**src/rtl/measure_sequencer.sv**
```systemverilog
// Measurement sweep sequencer: for each mode writes the range/keys register,
// turns the sine generator on, steps through the mode's mux channels, waits
// for the signal to settle, runs one ADC conversion per channel and pushes
// the tagged result into a FIFO. All outputs are registered.
module measure_sequencer #(
    parameter int NUM_MODES      = 5,
    parameter int CH_PER_MODE    = 2,
    parameter int MUX_W          = 3,
    parameter int CFG_W          = 8,
    parameter int SETTLE_PERIODS = 2,
    parameter int DATA_W         = 24
) (
    input  logic                               clk,
    input  logic                               rst,
    input  logic                               enable,
    input  logic                               gen_new_period,
    input  logic [NUM_MODES*CFG_W-1:0]         mode_cfg,
    input  logic [NUM_MODES*CH_PER_MODE*MUX_W-1:0] mode_mux,
    output logic                               reg_start,
    output logic [CFG_W-1:0]                   reg_data,
    input  logic                               reg_done,
    output logic [1:0]                         cs_sel,
    output logic                               gen_enable,
    output logic [MUX_W-1:0]                   mux_chn,
    output logic                               adc_start,
    input  logic                               adc_complete,
    input  logic [DATA_W-1:0]                  adc_data,
    output logic                               fifo_wr,
    output logic [DATA_W+7:0]                  fifo_data,
    input  logic                               fifo_full,
    output logic                               busy,
    output logic                               sweep_done,
    output logic                               overrun
);

    typedef enum logic [3:0] {
        IDLE, SET_REG, WAIT_REG, GEN_ON, SET_MUX, SETTLE,
        START_ADC, WAIT_ADC, PUSH, GEN_OFF, NEXT
    } state_t;

    localparam logic [3:0] LAST_MODE   = 4'(NUM_MODES - 1);
    localparam logic [3:0] LAST_CH     = 4'(CH_PER_MODE - 1);
    localparam logic [7:0] SETTLE_INIT = 8'(SETTLE_PERIODS);

    localparam logic [1:0] CS_NONE = 2'd3;
    localparam logic [1:0] CS_REG  = 2'd2;
    localparam logic [1:0] CS_DAC  = 2'd1;

    state_t      state, state_nxt;
    logic [3:0]  mode, mode_nxt;
    logic [3:0]  ch, ch_nxt;
    logic [7:0]  settle, settle_nxt;
    logic        abort, abort_nxt;

    logic              reg_start_d, gen_enable_d, adc_start_d, fifo_wr_d;
    logic              busy_d, sweep_done_d, overrun_d;
    logic [1:0]        cs_sel_d;
    logic [CFG_W-1:0]  reg_data_d;
    logic [MUX_W-1:0]  mux_chn_d;
    logic [DATA_W+7:0] fifo_data_d;

    // Flat configuration buses unpacked into full 16-entry tables so that the
    // 4-bit mode/channel counters index them without width adaptation; unused
    // slots read as zero.
    logic [CFG_W-1:0] cfg_arr [16];
    logic [MUX_W-1:0] mux_arr [16][16];

    for (genvar m = 0; m < 16; m++) begin : g_mode
        if (m < NUM_MODES) begin : g_cfg_used
            assign cfg_arr[m] = mode_cfg[m*CFG_W +: CFG_W];
        end else begin : g_cfg_unused
            assign cfg_arr[m] = '0;
        end
        for (genvar c = 0; c < 16; c++) begin : g_ch
            if (m < NUM_MODES && c < CH_PER_MODE) begin : g_mux_used
                assign mux_arr[m][c] = mode_mux[(m*CH_PER_MODE+c)*MUX_W +: MUX_W];
            end else begin : g_mux_unused
                assign mux_arr[m][c] = '0;
            end
        end
    end

    // State register and sweep position counters.
    always_ff @(posedge clk) begin
        // NOTE: sequential state uses non-blocking assignments so every
        // register samples pre-edge values regardless of statement order.
        if (rst) begin
            state  <= IDLE;
            mode   <= '0;
            ch     <= '0;
            settle <= '0;
            abort  <= 1'b0;
        end else begin
            state  <= state_nxt;
            mode   <= mode_nxt;
            ch     <= ch_nxt;
            settle <= settle_nxt;
            abort  <= abort_nxt;
        end
    end

    // Next-state and counter update logic; a stop request routes through
    // GEN_OFF with abort set so the sweep ends without sweep_done.
    always_comb begin
        // NOTE: every signal gets a default first so no path infers a latch.
        state_nxt  = state;
        mode_nxt   = mode;
        ch_nxt     = ch;
        settle_nxt = settle;
        abort_nxt  = abort;
        case (state)
            IDLE: begin
                if (enable && gen_new_period) begin
                    state_nxt = SET_REG;
                    mode_nxt  = '0;
                    ch_nxt    = '0;
                    abort_nxt = 1'b0;
                end
            end
            SET_REG: state_nxt = WAIT_REG;
            WAIT_REG: begin
                if (reg_done) begin
                    if (enable) begin
                        state_nxt = GEN_ON;
                    end else begin
                        state_nxt = GEN_OFF;
                        abort_nxt = 1'b1;
                    end
                end
            end
            GEN_ON: begin
                if (!enable) begin
                    state_nxt = GEN_OFF;
                    abort_nxt = 1'b1;
                end else begin
                    state_nxt = SET_MUX;
                end
            end
            SET_MUX: begin
                if (!enable) begin
                    state_nxt = GEN_OFF;
                    abort_nxt = 1'b1;
                end else begin
                    state_nxt  = SETTLE;
                    settle_nxt = SETTLE_INIT;
                end
            end
            SETTLE: begin
                if (!enable) begin
                    state_nxt = GEN_OFF;
                    abort_nxt = 1'b1;
                end else if (gen_new_period) begin
                    if (settle == 8'd0) begin
                        state_nxt = START_ADC;
                    end else begin
                        settle_nxt = settle - 8'd1;
                    end
                end
            end
            START_ADC: begin
                if (!enable) begin
                    state_nxt = GEN_OFF;
                    abort_nxt = 1'b1;
                end else begin
                    state_nxt = WAIT_ADC;
                end
            end
            WAIT_ADC: begin
                if (adc_complete) begin
                    state_nxt = PUSH;
                end
            end
            PUSH: begin
                if (!fifo_full) begin
                    if (!enable) begin
                        state_nxt = GEN_OFF;
                        abort_nxt = 1'b1;
                    end else if (ch < LAST_CH) begin
                        ch_nxt    = ch + 4'd1;
                        state_nxt = SET_MUX;
                    end else begin
                        state_nxt = GEN_OFF;
                    end
                end
            end
            GEN_OFF: state_nxt = abort ? IDLE : NEXT;
            NEXT: begin
                if (!enable) begin
                    state_nxt = GEN_OFF;
                    abort_nxt = 1'b1;
                end else if (mode < LAST_MODE) begin
                    mode_nxt  = mode + 4'd1;
                    ch_nxt    = '0;
                    state_nxt = SET_REG;
                end else begin
                    state_nxt = IDLE;
                end
            end
            default: state_nxt = IDLE;
        endcase
    end

    // Output decode from the upcoming state, so registered outputs line up
    // with the state they belong to.
    always_comb begin
        reg_start_d  = (state_nxt == SET_REG);
        adc_start_d  = (state_nxt == START_ADC);
        busy_d       = (state_nxt != IDLE);
        fifo_wr_d    = (state == PUSH) && !fifo_full;
        sweep_done_d = (state == NEXT) && enable && (mode == LAST_MODE);
        overrun_d    = overrun || (adc_complete && (state != WAIT_ADC));
        reg_data_d   = (state_nxt == SET_REG) ? cfg_arr[mode_nxt] : reg_data;
        fifo_data_d  = (state == WAIT_ADC && adc_complete) ? {mode, ch, adc_data} : fifo_data;

        mux_chn_d = mux_chn;
        if (state_nxt == SET_MUX) begin
            mux_chn_d = mux_arr[mode_nxt][ch_nxt];
        end else if (state_nxt == GEN_OFF) begin
            mux_chn_d = '0;
        end

        cs_sel_d     = CS_NONE;
        gen_enable_d = 1'b0;
        case (state_nxt)
            SET_REG, WAIT_REG: cs_sel_d = CS_REG;
            GEN_ON, SET_MUX, SETTLE, START_ADC, WAIT_ADC, PUSH: begin
                cs_sel_d     = CS_DAC;
                gen_enable_d = 1'b1;
            end
            default: begin
                cs_sel_d     = CS_NONE;
                gen_enable_d = 1'b0;
            end
        endcase
    end

    // Output registers.
    always_ff @(posedge clk) begin
        if (rst) begin
            reg_start  <= 1'b0;
            reg_data   <= '0;
            cs_sel     <= CS_NONE;
            gen_enable <= 1'b0;
            mux_chn    <= '0;
            adc_start  <= 1'b0;
            fifo_wr    <= 1'b0;
            fifo_data  <= '0;
            busy       <= 1'b0;
            sweep_done <= 1'b0;
            overrun    <= 1'b0;
        end else begin
            reg_start  <= reg_start_d;
            reg_data   <= reg_data_d;
            cs_sel     <= cs_sel_d;
            gen_enable <= gen_enable_d;
            mux_chn    <= mux_chn_d;
            adc_start  <= adc_start_d;
            fifo_wr    <= fifo_wr_d;
            fifo_data  <= fifo_data_d;
            busy       <= busy_d;
            sweep_done <= sweep_done_d;
            overrun    <= overrun_d;
        end
    end

endmodule

```
**config.mk**
```make
export PLATFORM = sky130hd
export DESIGN_NAME = measure_sequencer
export DESIGN_NICKNAME = d
export VERILOG_FILES = /design/src/rtl/measure_sequencer.sv
export SDC_FILE = /design/constraint.sdc
export NUM_CORES = 1
export LEC_CHECK = 0
export CAP_MARGIN = 20
export CORE_ASPECT_RATIO = 0.9
export CORE_MARGIN = 1
export CORE_UTILIZATION = 45
export CTS_BUF_LIST = sky130_fd_sc_hd__clkbuf_8 sky130_fd_sc_hd__clkbuf_16
export DETAILED_ROUTE_END_ITERATION = 8
export PLACE_DENSITY = 0.87
export SYNTH_ARGS = -nofsm -noshare
export SYNTH_HDL_FRONTEND = slang
export SYNTH_SLANG_ARGS = --single-unit
```
**constraint.sdc**
```tcl
create_clock -name clk -period 7.74 [get_ports clk]
set_input_delay 1.935 -clock clk [delete_from_list [all_inputs] [get_ports clk]]
set_output_delay 1.935 -clock clk [all_outputs]
set_load 0.02 [all_outputs]
```
# ---- Yosys cells after proc, flatten, opt, wreduce, memory -nomap -nowiden
# Index checks and enable logic that the tools add are counted.
dict set report totals {
  register_bits 73
  mem_bits_rw 0
  latch_bits 0
  n_memories 0
  elab_cells 123
  output_inout_bits 52
  rom_bits 0
}
dict set report classes {
  n_bitwise 2
  div 0
  muxes 51
  n_shift 0
  n_reduce_logical 19
  n_addsub 3
  n_lt_le_gt_ge 4
  n_eq_ne 28
  n_mul 0
}
# op count
set ops {}
lappend ops {{48-bit binary-select mux with 4-bit select} 1}
lappend ops {{4-bit 2-to-1 mux} 24}
lappend ops {{48-bit 2-to-1 mux} 2}
lappend ops {{8-bit 2-to-1 mux} 6}
lappend ops {{4-bit one-hot mux with 11 select lines} 1}
lappend ops {{4-bit by 3-bit equality test with 1-bit output, second input constant} 9}
lappend ops {{8-bit binary-select mux with 4-bit select} 1}
lappend ops {{4-bit equality test, second input constant} 5}
lappend ops {{4-bit by 2-bit equality test with 1-bit output, second input constant} 4}
lappend ops {{8-bit one-hot mux with 2 select lines} 1}
lappend ops {{2-bit inequality test, second input constant} 7}
lappend ops {{3-bit binary-select mux with 4-bit select} 1}
lappend ops {{3-bit 2-to-1 mux} 4}
lappend ops {{4-bit one-hot mux with 3 select lines} 1}
lappend ops {{5-bit greater-or-equal comparator, second input constant} 2}
lappend ops {{4-bit inverter with 5-bit output} 2}
lappend ops {{4-bit by 1-bit adder with 4-bit output, second input constant} 2}
lappend ops {{4-bit by 1-bit equality test with 1-bit output, second input constant} 2}
lappend ops {{8-bit logical NOT} 1}
lappend ops {{4-bit one-hot mux with 2 select lines} 1}
lappend ops {{4-bit nonzero test} 2}
lappend ops {{8-bit by 1-bit subtractor with 8-bit output, second input constant} 1}
lappend ops {{1-bit logical AND} 6}
lappend ops {{1-bit 2-to-1 mux} 6}
lappend ops {{14 further kinds} 15}

# ---- Logic depth before layout (Yosys ltp)
# Gate-level depths: netlist (run 1).
dict set report logic_depth {
  ltp_word 12
  ltp_mapped 12
  ltp_nobuf 10
}

# ---- Worst setup path after synthesis (run 1)
# Ideal clock, no wire load.
dict set report synth_timing {
  path_kind {input to register}
  start {input port enable}
  end {register mux_chn[0]}
  cell_stages 11
  n_path_buf 3
  arrival_time_ns 3.934
  slack_ns 3.690
  required_ns 7.624
  path_cell_list {buf_4 nor2b_1 a221oi_2 a21bo_1 nor4_4 a21o_4 buf_8 buf_12 mux2i_1 o221ai_1 and4_1}
}
dict set report synth_between {
  elab_chain_len 11
}
# element line
set synth_lines {}
lappend synth_lines {{start, declared} 15} ;# input logic enable,
lappend synth_lines {{1-bit logical AND} 113} ;# if (enable && gen_new_period) begin
lappend synth_lines {{4-bit 2-to-1 mux} 113}
lappend synth_lines {{4-bit one-hot mux with 2 select lines} 111} ;# case (state)
lappend synth_lines {{4-bit inverter with 5-bit output (not written as such)} 217} ;# mux_chn_d = mux_arr[mode_nxt][ch_nxt];
lappend synth_lines {{48-bit binary-select mux with 4-bit select} 217}
lappend synth_lines {{48-bit 2-to-1 mux (not written as such) (2 in series)} 217}
lappend synth_lines {{3-bit binary-select mux with 4-bit select} 217}
lappend synth_lines {{3-bit 2-to-1 mux (not written as such) (2 in series)} 217}
lappend synth_lines {{3-bit 2-to-1 mux} 216} ;# if (state_nxt == SET_MUX) begin
lappend synth_lines {{end signal, assigned} 256} ;# mux_chn <= mux_chn_d;
lappend synth_lines {{end, declared} 24} ;# output logic [MUX_W-1:0] mux_chn,
# Parallel ways exist; a longest one is shown, timed or not. The select of a mux whose other input is x is not followed.
# A chain may end at the register's enable or synchronous reset.

# ---- Worst setup path in the final report (run 1)
dict set report layout_timing {
  start {input port enable}
  end {register mux_chn[1]}
}
# Same word-level chain as after synthesis.

==> flow_summary.yaml, run 1 <==
floorplanning:
  start_util: 0.475
  die_width_microns: 100
  rows: 31
  die_area_sq_mm: 0.00911
  fp.coreArea_sq_mm: 0.00826
  die_h_microns: 90.6
  io_pins: 153
setup_path:
  reg2regPathDepth: 7
  required_ns: 7.98
  regToRegStartpoint: "state[1]$_SDFF_PP0_"
  path_buf_inv: 1
  crit_slowest_cell: "clkdlybuf4s50_1"
  startpoint_type: "primary input"
  critPathKind: "in2reg"
  cp.arrival_ns: 5.05
  cp_cell_sequence: "clkdlybuf4s50_1 -> nand3b_1 -> or3_1 -> a221oi_2 -> nand3_2 -> a21o_4 -> a2111oi_0 -> o31ai_1 -> and4_1"
  end_kind: "flip-flop"
  reg2reg_to: "mux_chn[1]$_SDFFE_PP0P_"
  cp_max_fo: 29
  critPathMaxStageDelay_ns: 0.72
  crit_family: "compound AO/OA/AOI/OAI gates"
  r2r_setup_slack_ns: 4.50
drt:
  ant_nets: 0
  via_per_inst: 5.62
  dr_wl_met3_microns: 744
  wirelength_microns: 11500
  drtIter0Drc: 151
  first_pass_iters: 5
  via_count: 4071
  topRoutingLayerUsed: "met4"
  wl_per_cell_microns: 15.9
  wl_met2_microns: 5630
  drc_errors: 0
  met1Wirelength_microns: 4770
cts:
  numCtsBuffers: 9
  clk-insertion-delay-late_ns: 0.35
  ctsHoldBuffers: 0
  htree_num_levels: 3
  clk_pin_slew_ns: 0.08
  cts_tree: "yes"
  post_cts_resized: 0
  post_cts_buffers: 0
  cts_root_buf: "clkbuf_8"
  clock_sinks: 73
  ctsLongestPathBuffers: 2
status:
  status: "finished clean"
sta:
  max_freq_ghz: 0.208
  rsz0062_at_grt: "false"
  max_slew_margin: 0.388
  hold_viol: 0
  worstMarginPinSlew_ns: 0.914
  min_period_over_period: 0.621
  maxSlewViolCount: 0
  timing.final.ws_setup_ns: 2.93
  fin_setup_tns_ns: 0
  timing.hold.ws_ns: 0.457
  final-setup-viol-count: 0
  fin_skew_ns: 0.0115
  min_period_ns: 4.81
grt:
  grt_overflow: 0
  grt_max_degree: 50
  antenna_found_initial: 0
  grt_use_total: 0.259
  grt_pass1_wl_microns: 18800
  grt_pass1_vias: 4065
layout:
  final-instance-count-excl-fill: 724
  nFillCells: 664
  num_antenna_cells: 0
  fin_nets: 710
  syn_to_final_growth_pct: 44.6
  drive_above_1_share: 0.0706
pwr:
  fin_total_pwr_w: 0.000869
  powerDensity_mw_per_mm2: 153
  leakage_nw: 2.19
  irDropWorstVdd_mv: 0.102
placed_design:
  io_buffer_count: 152
  routabilityCongestion: 0.940
  placedCellCount: 706
  dpl.hpwl_microns: 8380
  pre_cts_ws_ns: 2.64
synth:
  synthCells: 466
  synthesis.area_sq_mm: 0.00393
  syn_avg_cell_area_sq_um: 8.43
  synth_edf_count: 0
  synth_warnings: 0
  syn-num-nets: 572
  ys.flop_type: "dfxtp_1"
  ys_ff_latch: 73
  synth_cell_types: 66
  ys_async_sr_fraction: 0
  seq_area_frac_synth: 0.372
worst_hold_path:
  hold_end: "fifo_data[6]$_SDFFE_PP0P_"
  min_from: "fifo_data[6]$_SDFFE_PP0P_"
  holdPathStages: 2
  hold_path.class: "reg2reg"
run:
  cap_violations: 0
[stage by stage]
| stage | util | instance area [sq um] |
|---|---|---|
| global placement | 0.656 | 5420 |
| detailed placement | 0.656 | 5420 |
| floorplan | - | 3930 |
| global route | 0.687 | 5680 |
| CTS | 0.681 | 5620 |
| finish | 0.687 | 5680 |
[synthesized netlist by cell type, types with 5 or more instances]
library cell / count / area (sq um)
nand2_1: 94 / 353
dfxtp_1: 73 / 1460
a21oi_1: 39 / 195
inv_1: 25 / 93.8
nor2_1: 24 / 90.1
mux2i_1: 22 / 220
clkbuf_1: 15 / 56.3
o221ai_1: 11 / 96.3
a221oi_1: 10 / 87.6
and2_1: 9 / 56.3
mux2_2: 8 / 90.1
o31ai_1: 8 / 60.1
a211oi_1: 7 / 52.6
nand3_1: 7 / 35.0
o21ai_0: 6 / 30.0
ha_1: 5 / 62.6
xnor2_1: 5 / 43.8
[flip-flops by register name, summed over array words and instances (netlist names), 2 cells and up]
name and flops:
state 4, fifo_data 32, ch 4, mode 4, cs_sel 2, reg_data 8
settle 8, mux_chn 3
[cells by family (layout without fill, tap and decap cells)]
family / Yosys count / after routing / share of synthesized area
xor+xnor: 9 / 9 / 0.0201
buf+inv: 53 / 196 / 0.0694
simple gates: 181 / 181 / 0.232
flops: 73 / 73 / 0.372
mux: 31 / 31 / 0.0825
fa+ha+maj: 5 / 5 / 0.0159
compound gates: 114 / 114 / 0.208
[worst max-delay path by stage]
stage	from	endpoint	slack, ns	depth (start not counted)
2_1_floorplan	enable	mux_chn[0]$_SDFFE_PP0P_	3.69	11
3_3_place_gp	enable	mux_chn[0]$_SDFFE_PP0P_	2.78	9
3_5_place_dp	enable	mux_chn[1]$_SDFFE_PP0P_	2.64	9
4_1_cts	enable	mux_chn[1]$_SDFFE_PP0P_	3.00	9
5_1_grt	enable	mux_chn[2]$_SDFFE_PP0P_	2.72	9
6_report	enable	mux_chn[1]$_SDFFE_PP0P_	2.93	9
[layer usage]
metal | GRT usage | vias up
met5 | 0 | -
met1 | 0.309 | 1915
met2 | 0.437 | 172
li1 | - | 1945
met4 | 0.114 | 0
met3 | 0.0619 | 39
[worst register-to-register path, cell delays in order (launching register included)]
cell and delay [ns]:
dfxtp_1 0.74, nand2b_1 0.22, nor4_2 0.62, a21oi_1 0.35, a21o_4 0.42, a2111oi_0 0.50
o31ai_1 0.12, and4_1 0.18
[area by class of cell]
class                   count  area (sq um)  share of cell area
inverters                  25          93.8              0.0165
clock buffers              10           138              0.0242
flip-flops and latches     73          1460               0.257
clock inverters             6          65.1              0.0115
well taps                 115           144              0.0253
multi-input cells         340          2190               0.386
repair buffers            155          1580               0.279
[power by group]
group | switching [W] | internal, W
Sequential | 0.0000127 | 0.000386
Combinational | 0.0000751 | 0.0000875
Clock | 0.000149 | 0.000158
[placed cells by master, fill, tap and decap left out, types with 3 or more instances in the layout]
master,synthesis,final
a221oi_1,10,10
mux2_2,8,8
nor4b_1,4,4
inv_1,25,25
ha_1,5,5
nand3b_1,3,3
a22oi_1,3,3
nand2b_1,4,4
dfxtp_1,73,73
nor2_1,24,24
a2111oi_0,3,3
nor2b_1,4,4
o221ai_1,11,11
and2_1,9,9
nand3_1,7,7
o21ai_0,6,6
nand2_1,94,94
mux2i_1,22,22
a21oi_1,39,39
nor3_1,4,4
xor2_1,4,4
a31oi_1,3,3
a22o_1,3,3
and3_1,4,4
and4_1,4,4
nor4_1,3,3
o31ai_1,8,8
a211oi_1,7,7
clkdlybuf4s50_1,0,152
xnor2_1,5,5
clkbuf_8,0,10
Power figures use the tool's default switching activity.
==> run 2: changes to the inputs <==
CORE_UTILIZATION = 44   (was 45)
PLACE_DENSITY = 0.86   (was 0.87)
clock period = 4.7 ns   (was 7.74 ns; I/O delays follow)
==> run 2 against run 1 <==
  * Critical path depth did not move
  * Count of clock-buffer cells in the layout is 1 lower
  * Sequential power increased by 65%
  * Die area is 2.2% higher
  * Clock skew shrank 0.00084 ns
  * Design area increased by 0.26%
  * Sequential share of layout area shrank 0.068 points
  * Register-to-register slack lost 3.1 ns
  * Worst hold slack worse by 0.0016 ns
  * Routed wire length is 2.4% higher
  * Worst setup slack got worse by 2.3 ns
  * Highest routed layer unchanged
==> flow_summary.yaml, run 2 (synthesized netlist as in run 1, its figures left out) <==
drt:
  dr_wl_met3_microns: 712
  drc_errors: 0
  first_pass_iters: 4
  wl_per_cell_microns: 16.2
  wl_met2_microns: 5960
  met1Wirelength_microns: 4890
  via_count: 4022
  topRoutingLayerUsed: "met4"
  wirelength_microns: 11800
  drtIter0Drc: 188
  ant_nets: 0
  via_per_inst: 5.52
cts:
  clk_pin_slew_ns: 0.08
  ctsHoldBuffers: 0
  cts_root_buf: "clkbuf_8"
  htree_num_levels: 3
  cts_tree: "yes"
  numCtsBuffers: 9
  clk-insertion-delay-late_ns: 0.35
  post_cts_resized: 0
  post_cts_buffers: 0
  ctsLongestPathBuffers: 2
  clock_sinks: 73
layout:
  final_cell_mix: "clkdlybuf4s50_1, nand2_1, dfxtp_1"
  fin_nets: 711
  syn_to_final_growth_pct: 45.0
  num_antenna_cells: 0
  final_common_cell: "clkdlybuf4s50_1"
  top_regs: "fifo_data (32), reg_data (8), settle (8)"
  nFillCells: 663
  drive_above_1_share: 0.0705
  largest_reg_flops: 32
  regMostFlops: "fifo_data"
floorplanning:
  fp.coreArea_sq_mm: 0.00861
  rows: 32
  die_width_microns: 102
  start_util: 0.456
  io_pins: 153
  die_h_microns: 91.6
  die_area_sq_mm: 0.00931
pwr:
  leakage_nw: 2.20
  irDropWorstVdd_mv: 0.166
  powerDensity_mw_per_mm2: 259
sta:
  fin_skew_ns: 0.0107
  max_freq_ghz: 0.245
  min_period_over_period: 0.870
  final-setup-viol-count: 0
  worstMarginPinSlew_ns: 0.792
  fin_setup_tns_ns: 0
  maxSlewViolCount: 0
  hold_viol: 0
  timing.final.ws_setup_ns: 0.611
  rsz0062_at_grt: "false"
  max_slew_margin: 0.468
  min_period_ns: 4.09
setup_path:
  crit_path_start: "enable"
  critPathMaxStageDelay_ns: 0.68
  regToRegStartpoint: "state[0]$_SDFF_PP0_"
  crit_family: "compound AO/OA/AOI/OAI gates"
  cp.arrival_ns: 4.34
  cp_cell_sequence: "clkdlybuf4s50_1 -> nand3b_1 -> or3_1 -> a221oi_2 -> nand3_2 -> a21o_4 -> a2111oi_0 -> o31ai_1 -> and4_1"
  cp_max_fo: 29
  end_kind: "flip-flop"
  path_buf_inv: 1
  required_ns: 4.95
  startpoint_type: "primary input"
  critPathKind: "in2reg"
  crit_slowest_cell: "clkdlybuf4s50_1"
grt:
  antenna_found_initial: 0
  grt_max_degree: 39
  grt_pass1_vias: 3843
  grt_pass1_wl_microns: 18600
  grt_overflow: 0
  grt_use_total: 0.256
status:
  status: "finished clean"
worst_hold_path:
  hold_path.class: "reg2reg"
  min_from: "fifo_data[30]$_SDFFE_PP0P_"
placed_design:
  pre_cts_ws_ns: 0.376
  dpl.hpwl_microns: 8810
  routabilityCongestion: 0.929
  io_buffer_count: 152
run:
  cap_violations: 0
## run 2: final timing paths
| path | endpoint | cells past startpoint | slack (ns) |
|---|---|---|---|
| setup / recovery | mux_chn[0]$_SDFFE_PP0P_ | 9 | 0.61 |
| hold / removal | fifo_data[30]$_SDFFE_PP0P_ | 2 | 0.46 |
| setup reg to reg | mux_chn[0]$_SDFFE_PP0P_ | 8 | 1.37 |
| hold reg to reg | fifo_data[30]$_SDFFE_PP0P_ | 2 | 0.46 |
## run 2: per-stage QoR
| step | instance area [sq um] | hold WS (ns) | util | std cells | power (W) |
|---|---|---|---|---|---|
| detailed placement | 5430 | 0.446 | 0.631 | 711 | 0.000939 |
| finish | 5690 | 0.455 | 0.661 | 729 | 0.00148 |
| global route | 5690 | 0.475 | 0.661 | 729 | 0.00153 |
| global placement | 5430 | 0.441 | 0.631 | 711 | 0.000933 |
| floorplan | 3930 | 0.432 | - | 466 | 0.000801 |
| CTS | 5650 | 0.457 | 0.657 | 727 | 0.00148 |
## run 2: layout make-up
class	count	area, sq um	share of cell area
well taps	119	149	0.0261
clock inverters	7	93.8	0.0165
multi-input cells	340	2190	0.385
clock buffers	9	124	0.0218
repair buffers	156	1580	0.277
flip-flops and latches	73	1460	0.257
inverters	25	93.8	0.0165
## run 2: routing by layer
metal  global-route usage  vias up
li1                     -     1945
met1                0.311     1878
met2                0.438      173
met3               0.0549       26
met4               0.0990        0
met5                    0        -
## run 2: power by group
group          switching, W  internal (W)
registers         0.0000212      0.000636
logic              0.000126      0.000146
clock network      0.000248      0.000300
## run 2: worst reg2reg max path, stage by stage, from the launching register on
cell	delay (ns)
dfxtp_1	0.83
or4b_1	0.35
nor2_1	0.11
a221oi_2	0.28
nand3_2	0.31
a21o_4	0.45
a2111oi_0	0.55
o31ai_1	0.14
and4_1	0.20
